<file path="config.mk">
export PLATFORM = sky130hd
export DESIGN_NAME = muldiv_sequencer
export DESIGN_NICKNAME = d
export VERILOG_FILES = /design/src/rtl/muldiv_sequencer.sv
export SDC_FILE = /design/constraint.sdc
export NUM_CORES = 1
export LEC_CHECK = 0
export ABC_AREA = 1
export CAP_MARGIN = 20
export CORE_AREA = 2 2 181 183
export DETAILED_ROUTE_END_ITERATION = 16
export DIE_AREA = 0 0 183 185
export SYNTH_ARGS = -nofsm -noshare
export SYNTH_HDL_FRONTEND = slang
export SYNTH_SLANG_ARGS = --single-unit
</file>
<file path="constraint.sdc">
create_clock -name clk -period 3.38 [get_ports clk]
set_input_delay 0.507 -clock clk [delete_from_list [all_inputs] [get_ports clk]]
set_output_delay 0.507 -clock clk [all_outputs]
set_load 0.005 [all_outputs]
</file>
<file path="src/rtl/muldiv_sequencer.sv">
// muldiv_sequencer: iterative MULT/MULTU/DIV/DIVU unit owning the HI/LO registers.
//   A start in IDLE latches operand magnitudes, runs WIDTH shift-add (multiply)
//   or restoring-divide iterations, then applies sign correction in FIX and
//   writes HI/LO. MTHI/MTLO write HI/LO directly while idle.
// Build option: define MULDIV_DIVIDE_EN to include the divider; without it
//   DIV/DIVU starts are ignored and o_div_zero is tied low.
// Ports:
//   clk, rst_n          clock, async active-low reset
//   i_start, i_op       operation request (00 MULT, 01 MULTU, 10 DIV, 11 DIVU)
//   i_rs, i_rt          operands (rs = dividend, rt = divisor)
//   i_mthi, i_mtlo      direct HI/LO write of i_wdata
//   i_hilo_rd           decode is reading HI/LO (MFHI/MFLO)
//   i_flush             abort in-flight operation
//   o_hi, o_lo          architectural HI/LO
//   o_busy, o_stall     not-idle flag, combinational decode stall
//   o_done, o_div_zero  one-cycle completion / divide-by-zero pulses
module muldiv_sequencer #(
    parameter int WIDTH = 32
) (
    input  logic             clk,
    input  logic             rst_n,
    input  logic             i_start,
    input  logic [1:0]       i_op,
    input  logic [WIDTH-1:0] i_rs,
    input  logic [WIDTH-1:0] i_rt,
    input  logic             i_mthi,
    input  logic             i_mtlo,
    input  logic [WIDTH-1:0] i_wdata,
    input  logic             i_hilo_rd,
    input  logic             i_flush,
    output logic [WIDTH-1:0] o_hi,
    output logic [WIDTH-1:0] o_lo,
    output logic             o_busy,
    output logic             o_stall,
    output logic             o_done,
    output logic             o_div_zero
);
    localparam int CW = $clog2(WIDTH) + 1;

    typedef enum logic [1:0] {IDLE, RUN, FIX} state_t;
    state_t state, state_nxt;

    logic [CW-1:0]      cnt;
    logic [WIDTH-1:0]   acc;    // product high half, or partial remainder
    logic [WIDTH-1:0]   lo_q;   // multiplier -> product low half, or dividend -> quotient
    logic [WIDTH-1:0]   opa;    // multiplicand or divisor magnitude
    logic               neg_q;  // negate product / quotient in FIX

    logic               sgn_op, is_div, start_ok, go_run;
    logic [WIDTH-1:0]   rs_abs, rt_abs, mul_add;
    logic [WIDTH:0]     mul_sum;
    logic [2*WIDTH-1:0] prod_mag, prod_fix;

    assign sgn_op   = ~i_op[0];
    assign is_div   = i_op[1];
    assign rs_abs   = (sgn_op && i_rs[WIDTH-1]) ? -i_rs : i_rs;
    assign rt_abs   = (sgn_op && i_rt[WIDTH-1]) ? -i_rt : i_rt;

    // Shift-add step: add multiplicand into the high half when the current
    // multiplier bit is set, then shift {carry, acc, lo_q} right by one.
    assign mul_add  = lo_q[0] ? opa : '0;
    assign mul_sum  = {1'b0, acc} + {1'b0, mul_add};
    assign prod_mag = {acc, lo_q};
    assign prod_fix = neg_q ? -prod_mag : prod_mag;

    assign o_busy   = (state != IDLE);
    assign o_stall  = o_busy & (i_start | i_hilo_rd | i_mthi | i_mtlo);

`ifdef MULDIV_DIVIDE_EN
    logic               op_div, neg_r, div_zero;
    logic [WIDTH:0]     div_sh, div_diff;
    logic [WIDTH-1:0]   quo_fix, rem_fix;

    assign start_ok = i_start & ~i_flush & (state == IDLE);
    assign div_zero = start_ok & is_div & (i_rt == '0);
    assign go_run   = start_ok & ~div_zero;
    // Restoring step: partial remainder < divisor, so it always fits WIDTH bits.
    assign div_sh   = {acc, lo_q[WIDTH-1]};
    assign div_diff = div_sh - {1'b0, opa};
    assign quo_fix  = neg_q ? -lo_q : lo_q;
    assign rem_fix  = neg_r ? -acc : acc;
`else
    assign start_ok   = i_start & ~i_flush & ~is_div & (state == IDLE);
    assign go_run     = start_ok;
    assign o_div_zero = 1'b0;
`endif

    always_ff @(posedge clk or negedge rst_n) begin
        if (!rst_n) state <= IDLE;
        else        state <= state_nxt;
    end

    always_comb begin
        state_nxt = state;
        if (i_flush) begin
            state_nxt = IDLE;
        end else begin
            case (state)
                IDLE:    if (go_run) state_nxt = RUN;
                RUN:     if (cnt == '0) state_nxt = FIX;
                FIX:     state_nxt = IDLE;
                default: state_nxt = IDLE;
            endcase
        end
    end

    always_ff @(posedge clk or negedge rst_n) begin
        if (!rst_n) begin
            cnt    <= '0;
            acc    <= '0;
            lo_q   <= '0;
            opa    <= '0;
            neg_q  <= 1'b0;
            o_hi   <= '0;
            o_lo   <= '0;
            o_done <= 1'b0;
`ifdef MULDIV_DIVIDE_EN
            op_div     <= 1'b0;
            neg_r      <= 1'b0;
            o_div_zero <= 1'b0;
`endif
        end else begin
            o_done <= 1'b0;
`ifdef MULDIV_DIVIDE_EN
            o_div_zero <= div_zero;
`endif
            if (i_flush) begin
                cnt <= '0;
            end else begin
                case (state)
                    IDLE: begin
                        if (go_run) begin
                            acc   <= '0;
                            cnt   <= CW'(WIDTH - 1);
                            neg_q <= sgn_op & (i_rs[WIDTH-1] ^ i_rt[WIDTH-1]);
`ifdef MULDIV_DIVIDE_EN
                            op_div <= is_div;
                            neg_r  <= sgn_op & i_rs[WIDTH-1];
                            opa    <= is_div ? rt_abs : rs_abs;
                            lo_q   <= is_div ? rs_abs : rt_abs;
`else
                            opa    <= rs_abs;
                            lo_q   <= rt_abs;
`endif
                        end else if (!start_ok) begin
                            // An accepted start (incl. divide-by-zero) drops the moves.
                            if (i_mthi) o_hi <= i_wdata;
                            if (i_mtlo) o_lo <= i_wdata;
                        end
                    end
                    RUN: begin
                        if (cnt != '0) cnt <= cnt - CW'(1);
`ifdef MULDIV_DIVIDE_EN
                        if (op_div) begin
                            if (!div_diff[WIDTH]) begin
                                acc  <= div_diff[WIDTH-1:0];
                                lo_q <= {lo_q[WIDTH-2:0], 1'b1};
                            end else begin
                                acc  <= div_sh[WIDTH-1:0];
                                lo_q <= {lo_q[WIDTH-2:0], 1'b0};
                            end
                        end else
`endif
                        begin
                            acc  <= mul_sum[WIDTH:1];
                            lo_q <= {mul_sum[0], lo_q[WIDTH-1:1]};
                        end
                    end
                    FIX: begin
                        o_done <= 1'b1;
`ifdef MULDIV_DIVIDE_EN
                        if (op_div) begin
                            o_hi <= rem_fix;
                            o_lo <= quo_fix;
                        end else
`endif
                        begin
                            o_hi <= prod_fix[2*WIDTH-1:WIDTH];
                            o_lo <= prod_fix[WIDTH-1:0];
                        end
                    end
                    default: ;
                endcase
            end
        end
    end
endmodule
</file>
Word-level counts from Yosys, hierarchy flattened

Index checks and enable logic that the tools add are counted.

Register bits after elaboration: 170
Input bits: 105
Output and inout bits: 68
Word-level logic and storage cells: 74

$add $sub $neg: 5
Eq/ne operators: 9
Multiplexer cells: 24
Bitwise logic cells: 12
Reduce and logical (&&, ||, !) cells: 15

Operator list:

| operator                                                              | count |
|---|---|
| 32-bit 2-to-1 mux                                                     | 9 |
| 32-bit case mux with 2 select lines                                   | 4 |
| 64-bit 2-to-1 mux                                                     | 1 |
| 32-bit negator                                                        | 2 |
| 64-bit negator                                                        | 1 |
| 32-bit by 32-bit adder with 33-bit output                             | 1 |
| 6-bit 2-to-1 mux                                                      | 3 |
| 6-bit case mux with 2 select lines                                    | 1 |
| 3-bit != test, second input constant                                  | 3 |
| 3-bit AND reduction                                                   | 3 |
| 2-bit != test, second input constant                                  | 4 |
| 4-bit AND reduction                                                   | 2 |
| 6-bit zero test                                                       | 1 |
| 2-bit 2-to-1 mux                                                      | 3 |
| 2-bit nonzero test                                                    | 3 |
| 6-bit nonzero test                                                    | 1 |
| 6-bit by 1-bit subtractor with 6-bit output, second input constant    | 1 |
| 1-bit bitwise AND                                                     | 5 |
| 2-bit case mux with 2 select lines                                    | 1 |
| 1-bit NOT                                                             | 3 |
| 1-bit bitwise OR                                                      | 3 |
| 3-bit nonzero test                                                    | 1 |
| 2-bit by 1-bit equality test with 1-bit output, second input constant | 1 |
| 2-bit equality test, second input constant                            | 1 |
| other kinds (5)                                                       | 7 |

Logic depth before layout (Yosys ltp)

Gate-level depths: netlist (run 1).

Depth in word-level cells: 7
Gate-level depth with buffers: 19
Gate-level depth less buffers: 17

Least setup slack after synthesis (run 1)

Ideal clock, no wire load.

Kind: register -> register
From: register lo_q[0]
To: register acc[31]
Library setup time: 0.083 ns
Data arrival time: 2.213 ns
Data required time: 3.297 ns
Slack: 1.084 ns
Stages on the path, launching flop included: 19
Path buffers: 2
Clock period less this slack: 2.296 ns
Cell sequence: dfrtp_1 > buf_6 > clkbuf_1 > nand2_1 > inv_1 > ha_1 > inv_1 > fa_1 > inv_1 > nand3_1 > nand2_1 > nand2_1 > nand3_1 > nand2_1 > nand2_1 > nand2_1 > o21ai_0 > nand2_1 > o21ai_0

Cells in the longest elaborated chain, start to end: 3

RTL lines:

| item                                      | RTL line | RTL |
|---|---|---|
| start: declaration                        | 45       | `logic [WIDTH-1:0] lo_q;` |
| start signal: assignment                  | 143      | `lo_q <= rt_abs;` |
| start signal: assignment                  | 166      | `lo_q <= {mul_sum[0], lo_q[WIDTH-1:1]};` |
| 32-bit 2-to-1 mux                         | 61       | `assign mul_add = lo_q[0] ? opa : '0;` |
| 32-bit by 32-bit adder with 33-bit output | 62       | `assign mul_sum = {1'b0, acc} + {1'b0, mul_add};` |
| 32-bit case mux with 2 select lines       | 130      | `case (state)` |
| end signal: assignment                    | 165      | `acc <= mul_sum[WIDTH:1];` |
| end: declaration                          | 44       | `logic [WIDTH-1:0] acc;` |

No other way between the ends.
A chain may end at the register's enable or synchronous reset.

Worst setup path in the final report (run 1)

From: register lo_q[0]
To: register acc[22]

Same word-level chain as after synthesis.

==> results.md, run 1 <==
Status:
- The run finished with clean final reports.

STA:
- The total count of hold-check failures in the final report is 0.
- The measured slew at the worst slew-check pin is 845.1 ps.
- Setup repair after global routing left no endpoint under its margin.
- The final critical-path required period is roughly 2700 ps.
- Setup total negative slack on the finished layout was measured at 0 ps.
- The relative slew slack is a little over two fifths.
- The final setup skew is 12.90 ps.
- The portion of the clock cycle consumed by the worst path in the final layout is 79.22%.
- The worst path meets setup with 702.3 ps of slack.
- Timing would allow up to approximately 370 MHz.
- Setup violations remaining at the end of the flow were counted as 0.
- The number of max-slew violations in the final report came to 0.

Route:
- The violation count after the first detailed-route iteration is around 1000.
- The post-route DRC violation count is 0.
- Before antenna repair, the detailed router went through 5 iterations.
- The number of nets with antenna violations after routing is 0.
- The average routed wire per standard cell is 17.16 µm.
- In the routed layout, each cell is associated on average with a via count of 5.325.
- The via count is between 10000 and 15000.
- Wires add up to approximately 47000 µm.

Setup path:
- The worst register-to-register path ends at acc[22]$_DFFE_PN0P_.
- The worst setup path is of the reg2reg kind.
- The dominant cell type by count on the critical path is sky130_fd_sc_hd__nand2_1.
- The signal on the critical path passes through buf_4 -> nand2_1 -> inv_1 -> ha_1 -> a21oi_1 -> nor2_1 -> nor2_1 -> nand2_1 -> nand2_1 -> nand2_1 -> nand2_1 -> nand3b_1 -> nand3_1 -> nand2_1.
- The library cell contributing the largest single delay on the critical path is sky130_fd_sc_hd__dfrtp_1.
- The data arrival time of the critical path is 3020 ps.
- The data required time at the worst endpoint is 3720 ps.
- The startpoint identified for the worst register-to-register timing path is lo_q[0]$_DFFE_PN0P_.
- The worst setup path is captured at a flip-flop.
- In this run the worst path has a maximum fanout of 27.
- The kind of start point of the critical path is a flip-flop.
- Measured in cells, the most critical reg-to-reg path has a length of 14.
- The largest single stage delay on the critical path is 620 ps.
- The slack of the worst reg-to-reg path is ~700 ps.

Global route:
- Across every metal layer, demand over resource in global routing totals 28.06%.
- After global routing the overflow that remains totals 0.
- The pin count of the biggest net entering global routing is 70.
- The number of antenna violations at the first check in global routing came to 0.
- The first global-routing pass estimated 73720 µm of wire.
- The via count of the first global-routing pass is 13352.

Logic synthesis:
- The cell count after synthesis is 2158.
- The share of synthesized registers carrying an async set or reset is 100.0%.
- The count of flip-flops with a built-in enable after synthesis is 0.
- Counting instances in the post-synthesis netlist gives the leading cell types as sky130_fd_sc_hd__nand2_1 (569), sky130_fd_sc_hd__nor2_1 (321), sky130_fd_sc_hd__inv_1 (239), sky130_fd_sc_hd__nand3_1 (219), sky130_fd_sc_hd__a21oi_1 (200).
- The synthesized flop and latch total is between 150 and 200.
- The most used flip-flop cell after synthesis is sky130_fd_sc_hd__dfrtp_1.
- The area share of the largest cell type after synthesis is 31.49%.
- The net count after synthesis is approximately 2300.
- A synthesized cell averages 6.261 µm².
- The cell area that synthesis handed to floorplanning was 0.01351 mm².
- Sorting the synthesized cells by area gives the leading types as sky130_fd_sc_hd__dfrtp_1 (31%), sky130_fd_sc_hd__nand2_1 (16%), sky130_fd_sc_hd__nor2_1 (8.9%).
- During synthesis, Yosys emitted a total of 0 warnings.
- Of all cell types, the one taking the most synthesized area is sky130_fd_sc_hd__dfrtp_1.
- The netlist uses 47 different library cells.
- By instance count, the leading cell after synthesis is sky130_fd_sc_hd__nand2_1.
- The share of the yosys chip area belonging to registers is 31.49%.

Layout:
- The multi-input combinational cells in the finished layout cover a total of 0.007965 mm².
- The area added between synthesis and finish is 20.42%.
- The total of fill cells in the finished design is roughly 3400.
- The non-filler instance count after layout is 2716.
- In the final layout, flip-flops and latches occupy about 0.0043 mm².
- 0 antenna diodes ended up in the layout.
- The share of post-route cells with drive strength above 1 is 4.939%.
- The net count of the finished layout is around 2400.

Floorplan:
- For this design the top-level I/O count stands at 173.
- The die is between 150 and 200 µm tall.
- The floorplan step defined a die boundary enclosing about 0.034 mm².
- The initial utilization of the core area, before any placement, comes to 42.17%.
- Measured along the x axis, the die boundary spans 183 µm.
- Row generation in the floorplan step produced 66 rows.
- In this run the standard cell core region covers 0.03204 mm².

Power:
- The analysis attributes to cell leakage a power of 7.764 nW.
- IR analysis of the VDD net gives a maximum drop of 0.4222 mV.
- The design draws a little under 10 mW.
- For this design the ratio of total power to cell area is 609.8 mW/mm².

CTS:
- Buffers added to address setup during post-CTS repair amount to 0.
- In this run the number of H-tree levels came out at 4.
- The longest clock path from root to sink contains 2 buffers.
- The number of instances resized during post-cts repair is 0.
- The clock-pin slew on the worst setup and hold paths is 70 ps.
- The clock sink count is 170.
- The clock reaches the later pin of the worst-skew pair after between 400 and 500 ps.
- The CTS tree is yes.
- The tree is rooted in a sky130_fd_sc_hd__clkbuf_16.
- Buffers inserted during clock tree synthesis total 17.
- In this run, post-CTS hold repair placed 0 buffers.

Placed design:
- The number of port buffers is 171.
- Before CTS, the worst setup slack after placement is between 400 and 500 ps.
- The estimated wirelength of the detail-placed design is 37410 µm.
- After detailed placement, the design holds a cell count of 2683.
- At the end of routability-driven placement, the weighted congestion stood at 0.9599.

Flow run:
- The number of max-cap violations is 0.

Min path:
- The path type of the worst min-delay path is in2async.
-- layer usage --
layer | share of wire (%) | vias up | global-route usage [%] | wire [µm]
met1 | 47 | 6643 | 39.37 | 22010
met3 | 6.8 | 68 | 4.915 | 3177
met4 | 3.1 | 0 | 10.24 | 1466
met5 | 0 | - | 0 | 0
li1 | - | 7280 | - | -
met2 | 43 | 471 | 43.38 | 19970
-- power breakdown --
| part | internal [mW] | switching, mW |
|---|---|---|
| Clock | 1.44 | 0.880 |
| Sequential | 2.58 | 0.679 |
| Combinational | 1.63 | 2.72 |
| Total | 5.64 | 4.28 |
-- worst max-delay path by stage --
stage,slack [ps],endpoint,startpoint
after floorplan,1080,acc[31]$_DFFE_PN0P_,lo_q[0]$_DFFE_PN0P_
after global placement,500,o_lo[0]$_DFFE_PN0P_,i_flush
after detailed placement,480,o_lo[0]$_DFFE_PN0P_,i_flush
after CTS,760,acc[22]$_DFFE_PN0P_,lo_q[0]$_DFFE_PN0P_
after global routing,440,acc[22]$_DFFE_PN0P_,lo_q[0]$_DFFE_PN0P_
final,700,acc[22]$_DFFE_PN0P_,lo_q[0]$_DFFE_PN0P_
-- sequential cells by signal, indices dropped and copies added (netlist names) --
register  count
acc          32
lo_q         32
o_hi         32
o_lo         32
opa          32
cnt           6
state         2
neg_q         1
o_done        1
-- final cells by class --
| type | instances | area share [%] |
|---|---|---|
| Timing Repair Buffer | 193 | 11.74 |
| Clock inverter | 12 | 1.423 |
| Clock buffer | 20 | 2.807 |
| Sequential cell | 170 | 26.16 |
| Multi-Input combinational cell | 1663 | 48.96 |
| Inverter | 250 | 5.776 |
| Tap cell | 408 | 3.138 |
-- cells in the final DEF (no fill, tap or decap), types with 3 or more instances in the layout --
| cell | n |
|---|---|
| sky130_fd_sc_hd__inv_2 | 10 |
| sky130_fd_sc_hd__nand3_1 | 219 |
| sky130_fd_sc_hd__clkbuf_16 | 17 |
| sky130_fd_sc_hd__xor2_1 | 17 |
| sky130_fd_sc_hd__bufinv_16 | 6 |
| sky130_fd_sc_hd__a31oi_1 | 6 |
| sky130_fd_sc_hd__nand2_1 | 569 |
| sky130_fd_sc_hd__o211ai_1 | 11 |
| sky130_fd_sc_hd__nand3_2 | 3 |
| sky130_fd_sc_hd__nand4_1 | 18 |
| sky130_fd_sc_hd__a22oi_1 | 3 |
| sky130_fd_sc_hd__o21ai_4 | 3 |
| sky130_fd_sc_hd__xnor2_1 | 6 |
| sky130_fd_sc_hd__or2_2 | 4 |
| sky130_fd_sc_hd__nor2_1 | 320 |
| sky130_fd_sc_hd__o31ai_1 | 3 |
| sky130_fd_sc_hd__buf_4 | 20 |
| sky130_fd_sc_hd__o21bai_1 | 4 |
| sky130_fd_sc_hd__nand2_2 | 6 |
| sky130_fd_sc_hd__nand3b_1 | 8 |
| sky130_fd_sc_hd__o21ai_0 | 143 |
| sky130_fd_sc_hd__nand2_4 | 6 |
| sky130_fd_sc_hd__nor4_1 | 3 |
| sky130_fd_sc_hd__nor3_1 | 14 |
| sky130_fd_sc_hd__ha_1 | 37 |
| sky130_fd_sc_hd__clkdlybuf4s50_1 | 170 |
| sky130_fd_sc_hd__o221ai_1 | 3 |
| sky130_fd_sc_hd__a21oi_1 | 200 |
| sky130_fd_sc_hd__inv_1 | 239 |
| sky130_fd_sc_hd__o21ai_1 | 13 |
| sky130_fd_sc_hd__o22ai_1 | 7 |
| sky130_fd_sc_hd__dfrtp_1 | 169 |
| sky130_fd_sc_hd__inv_6 | 4 |
| sky130_fd_sc_hd__nor2_2 | 11 |
| sky130_fd_sc_hd__nor2_4 | 9 |
-- critical path, delay by kind of cell (launching register included) --
family	cells	cell delay, ps
buffers and inverters	2	400
AO/OA/AOI/OAI	1	270
AND/OR/NAND/NOR	10	1020
adder cells (fa/ha/maj)	1	260
flip-flops	1	620
-- logic make-up (layout without fill, tap and decap cells) --
group,after synthesis,after routing,share of synthesized area [%]
flops,170,170,31.49
compound gates,401,401,15.80
buf+inv,325,475,9.650
other cells,1,1,0.02776
simple gates,1200,1200,37.97
fa+ha+maj,38,38,3.575
xor+xnor,23,23,1.491
-- per-stage QoR --
stage | hold WS [ps] | util (%) | area [µm²]
after floorplan | 211.4 | - | 13510
after CTS | 69.46 | 50.69 | 16240
after detailed placement | 469.6 | 48.54 | 15550
after global routing | 101.6 | 50.78 | 16270
final | 61.08 | 50.78 | 16270
after global placement | 468.0 | 48.54 | 15550
Note: power is estimated with default switching activity, not from simulation.
==> run 2, diff against run 1 <==
--- a/config.mk
+++ b/config.mk
@@ -10,6 +10,7 @@
 export CORE_AREA = 2 2 181 183
 export DETAILED_ROUTE_END_ITERATION = 16
 export DIE_AREA = 0 0 183 185
+export PLACE_DENSITY = 0.66
 export SYNTH_ARGS = -nofsm -noshare
 export SYNTH_HDL_FRONTEND = slang
 export SYNTH_SLANG_ARGS = --single-unit
==> constraint.sdc (replaced) <==
create_clock -name clk -period 2.3 [get_ports clk]
set_input_delay 0.345 -clock clk [delete_from_list [all_inputs] [get_ports clk]]
set_output_delay 0.345 -clock clk [all_outputs]
set_load 0.005 [all_outputs]
==> results.md, run 2 (synthesis results as in run 1) <==
CTS:
- The count of H-tree levels built during CTS is 4 (unchanged).
- The clock sink count is 170 (unchanged).
- The cell sitting at the root of the clock tree is a sky130_fd_sc_hd__clkbuf_16.
- The clock insertion delay at the later pin of the skew report is 450 ps (about the same).
- The maximum number of buffers from clock root to sink came to 2 (unchanged).
- The number of clock buffers inserted by TritonCTS was 17 (unchanged).
- TritonCTS built the clock tree.
- The clock-pin slew on the worst setup and hold paths came to 70 ps (about the same).

STA:
- The final setup skew is 13.69 ps (+0.7896 ps).
- The number of max-slew violations in the final report was 0 (unchanged).
- The post-route worst setup slack is 52.12 ps (-650.2 ps).
- The portion of the clock cycle consumed by the worst path in the final layout is 97.73% (+19 points).
- The measured slew at the worst slew-check pin is 577.3 ps (-267.8 ps).
- Setup repair after global routing could not meet its margin everywhere.
- The final critical-path required period came to 2248 ps (-429.8 ps).
- The total of endpoints with negative setup slack in the final report is 0 (unchanged).
- The total count of hold-check failures in the final report is 0 (unchanged).
- The relative slew slack is 61.51% (+18 points).
- The final hold slack came to 410.3 ps (+349.2 ps).
- The maximum achievable frequency is 444.9 MHz (+19%).

Layout:
- In the layout the commonest cells are sky130_fd_sc_hd__nand2_1 (548), sky130_fd_sc_hd__nor2_1 (308), sky130_fd_sc_hd__inv_1 (237), sky130_fd_sc_hd__nand3_1 (217), sky130_fd_sc_hd__a21oi_1 (182).
- The antenna diode instance count was 0 (unchanged).
- The share of post-route cells with drive strength above 1 is 10.76% (+5.8 points).
- The area growth from synthesis to layout is 26.22%.
- The number of nets in the final layout is 2502 (+2.6%).
- The final standard cell utilization of the core was 53.22% (+2.4 points).
- The library cell used most frequently in the layout, excluding fill and tap cells, is sky130_fd_sc_hd__nand2_1.
- The total of fill cells in the finished design is 3251 (-3.3%).

Setup path:
- The capturing element type of the critical path is a flip-flop.
- The biggest fanout along the worst timing path is 30 (+11%).
- The data arrival time of the critical path is 2570 ps (-450 ps).
- The data required time at the worst endpoint is 2620 ps (-1100 ps).
- The setup path with the least slack is of type reg2reg.
- The worst setup path is launched from a flip-flop.

Route:
- The detailed-routing iteration count for the pre-antenna-repair pass is 6 (+1).
- The number of nets with antenna violations after routing is 0 (unchanged).
- The violation count after the first detailed-route iteration is 1339 (+32%).
- The final wirelength is 49040 µm (+5.2%).
- The post-route DRC violation count was 0 (unchanged).
- The average routed wire per standard cell is 17.66 µm (+2.9%).
- The via count came to 14850 (+2.7%).
- The average via count per standard cell is 5.347 (+0.43%).

Floorplan:
- The floorplan die width is 183 µm (unchanged).
- The count of boundary I/O pins is 173 (unchanged).
- The placement row count is 66 (unchanged).
- The starting density of the core is 42.17% (unchanged).
- The total core area is 0.03204 mm² (unchanged).
- The die outline area was 0.03386 mm² (unchanged).
- The die span in y is 185 µm (unchanged).

Placed design:
- The estimated wirelength of the detail-placed design is 39370 µm (+5.2%).
- The worst slack after detailed placement is -52.22 ps (-531.4 ps).
- The routability congestion estimate is 0.9577 (-0.23%).
- The number of port buffers is 171 (unchanged).

Power:
- The switching portion of total power is 44.21% (+1.1 points).
- The leakage power is 8.009 nW (+3.2%).
- The total power was 15.01 mW (+51%).
- The worst IR drop on VDD is 0.5614 mV (+33%).
- The fraction of power consumed by the clock network came to 18.7% (-4.6 points).
- The switching component of the power is 6.637 mW (+55%).
- The total power density per cell area came to 880.4 mW/mm² (+44%).
- The part of the power in registers is 32.1% (-0.7 points).
- The combinational power share is 49.2% (+5.4 points).
- The internal portion of total power is 8.376 mW (+48%).

Status:
- The run finished with clean final reports.

Min path:
- The path type of the worst min-delay path is in2async.

Global route:
- The via count of the first global-routing pass came to 13860 (+3.8%).
- The first-pass GRT wire length is 76960 µm (+4.4%).
- The number of antenna violations at the first check in global routing came to 0 (unchanged).
- The residual overflow from global routing is 0 (unchanged).
- The total routing usage reported by global routing is 29.49% (+1.4 points).
- The pin count of the biggest net entering global routing is 75 (+7.1%).

Flow run:
- The number of max-cap violations is 0 (unchanged).
## run 2: layer usage
layer / global-route usage, % / routed length (µm)
met1: 42.54 / 23410
met2: 44.92 / 20890
met3: 4.994 / 3488
met4: 9.408 / 1252
met5: 0 / 0
## run 2: what timing repair did
action                                  4_1_cts  5_1_grt
pin swaps                                     0       11
hold buffers                                  1        0
endpoints found under the hold margin        47        0
resized for setup                             3       95
endpoints found under the setup margin        4       27
buffers inserted                              0        1
## run 2: through the flow
step                cells  TNS (ps)  instance area [µm²]
floorplan            2158         0                13510
finish               2777         0                17050
CTS                  2776         0                16690
global route         2777    -261.5                17050
detailed placement   2746    -119.3                16130
global placement     2746    -58.47                16130
## run 2: critical path: stages (launching register included)
cell	delay [ps]
sky130_fd_sc_hd__dfrtp_2	440
sky130_fd_sc_hd__buf_12	170
sky130_fd_sc_hd__nand2_1	60
sky130_fd_sc_hd__inv_1	60
sky130_fd_sc_hd__ha_4	240
sky130_fd_sc_hd__a21oi_1	220
sky130_fd_sc_hd__o21ai_0	180
sky130_fd_sc_hd__a21oi_1	200
sky130_fd_sc_hd__nand2_2	110
sky130_fd_sc_hd__or2_2	290
sky130_fd_sc_hd__nand3_1	70
sky130_fd_sc_hd__o21ai_0	90
## run 2: path summary, 6_finish.rpt
kind                                     start             endpoint  slack [ps]  cells after the start
setup / recovery           lo_q[0]$_DFFE_PN0P_  acc[12]$_DFFE_PN0P_          50                     11
setup reg to reg           lo_q[0]$_DFFE_PN0P_  acc[12]$_DFFE_PN0P_          50                     11
hold / removal                           rst_n   cnt[0]$_DFFE_PN0P_         410                      2
min in group clk           opa[11]$_DFFE_PN0P_  opa[11]$_DFFE_PN0P_         480                      2
max in group asynchronous                rst_n  o_hi[7]$_DFFE_PN0P_        1210                      3
hold reg to reg            opa[11]$_DFFE_PN0P_  opa[11]$_DFFE_PN0P_         480                      2
## run 2: power by group through the flow
stage / Clock [mW] / Sequential, mW / Combinational (mW)
CTS: 2.85 / 4.73 / 6.97
floorplan: 0 / 4.42 / 4.25
global route: 2.95 / 4.91 / 8.27
detailed placement: 0 / 4.78 / 6.93
global placement: 0 / 4.75 / 6.87
finish: 2.80 / 4.82 / 7.39
## run 2: layout make-up
class / count / area [µm²] / area share (%)
multi-input cells: 1663 / 8328 / 48.84
flip-flops and latches: 170 / 4257 / 24.96
repair buffers: 257 / 2477 / 14.53
inverters: 250 / 939.7 / 5.510
well taps: 408 / 510.5 / 2.994
clock buffers: 21 / 440.4 / 2.583
clock inverters: 8 / 100.1 / 0.5870
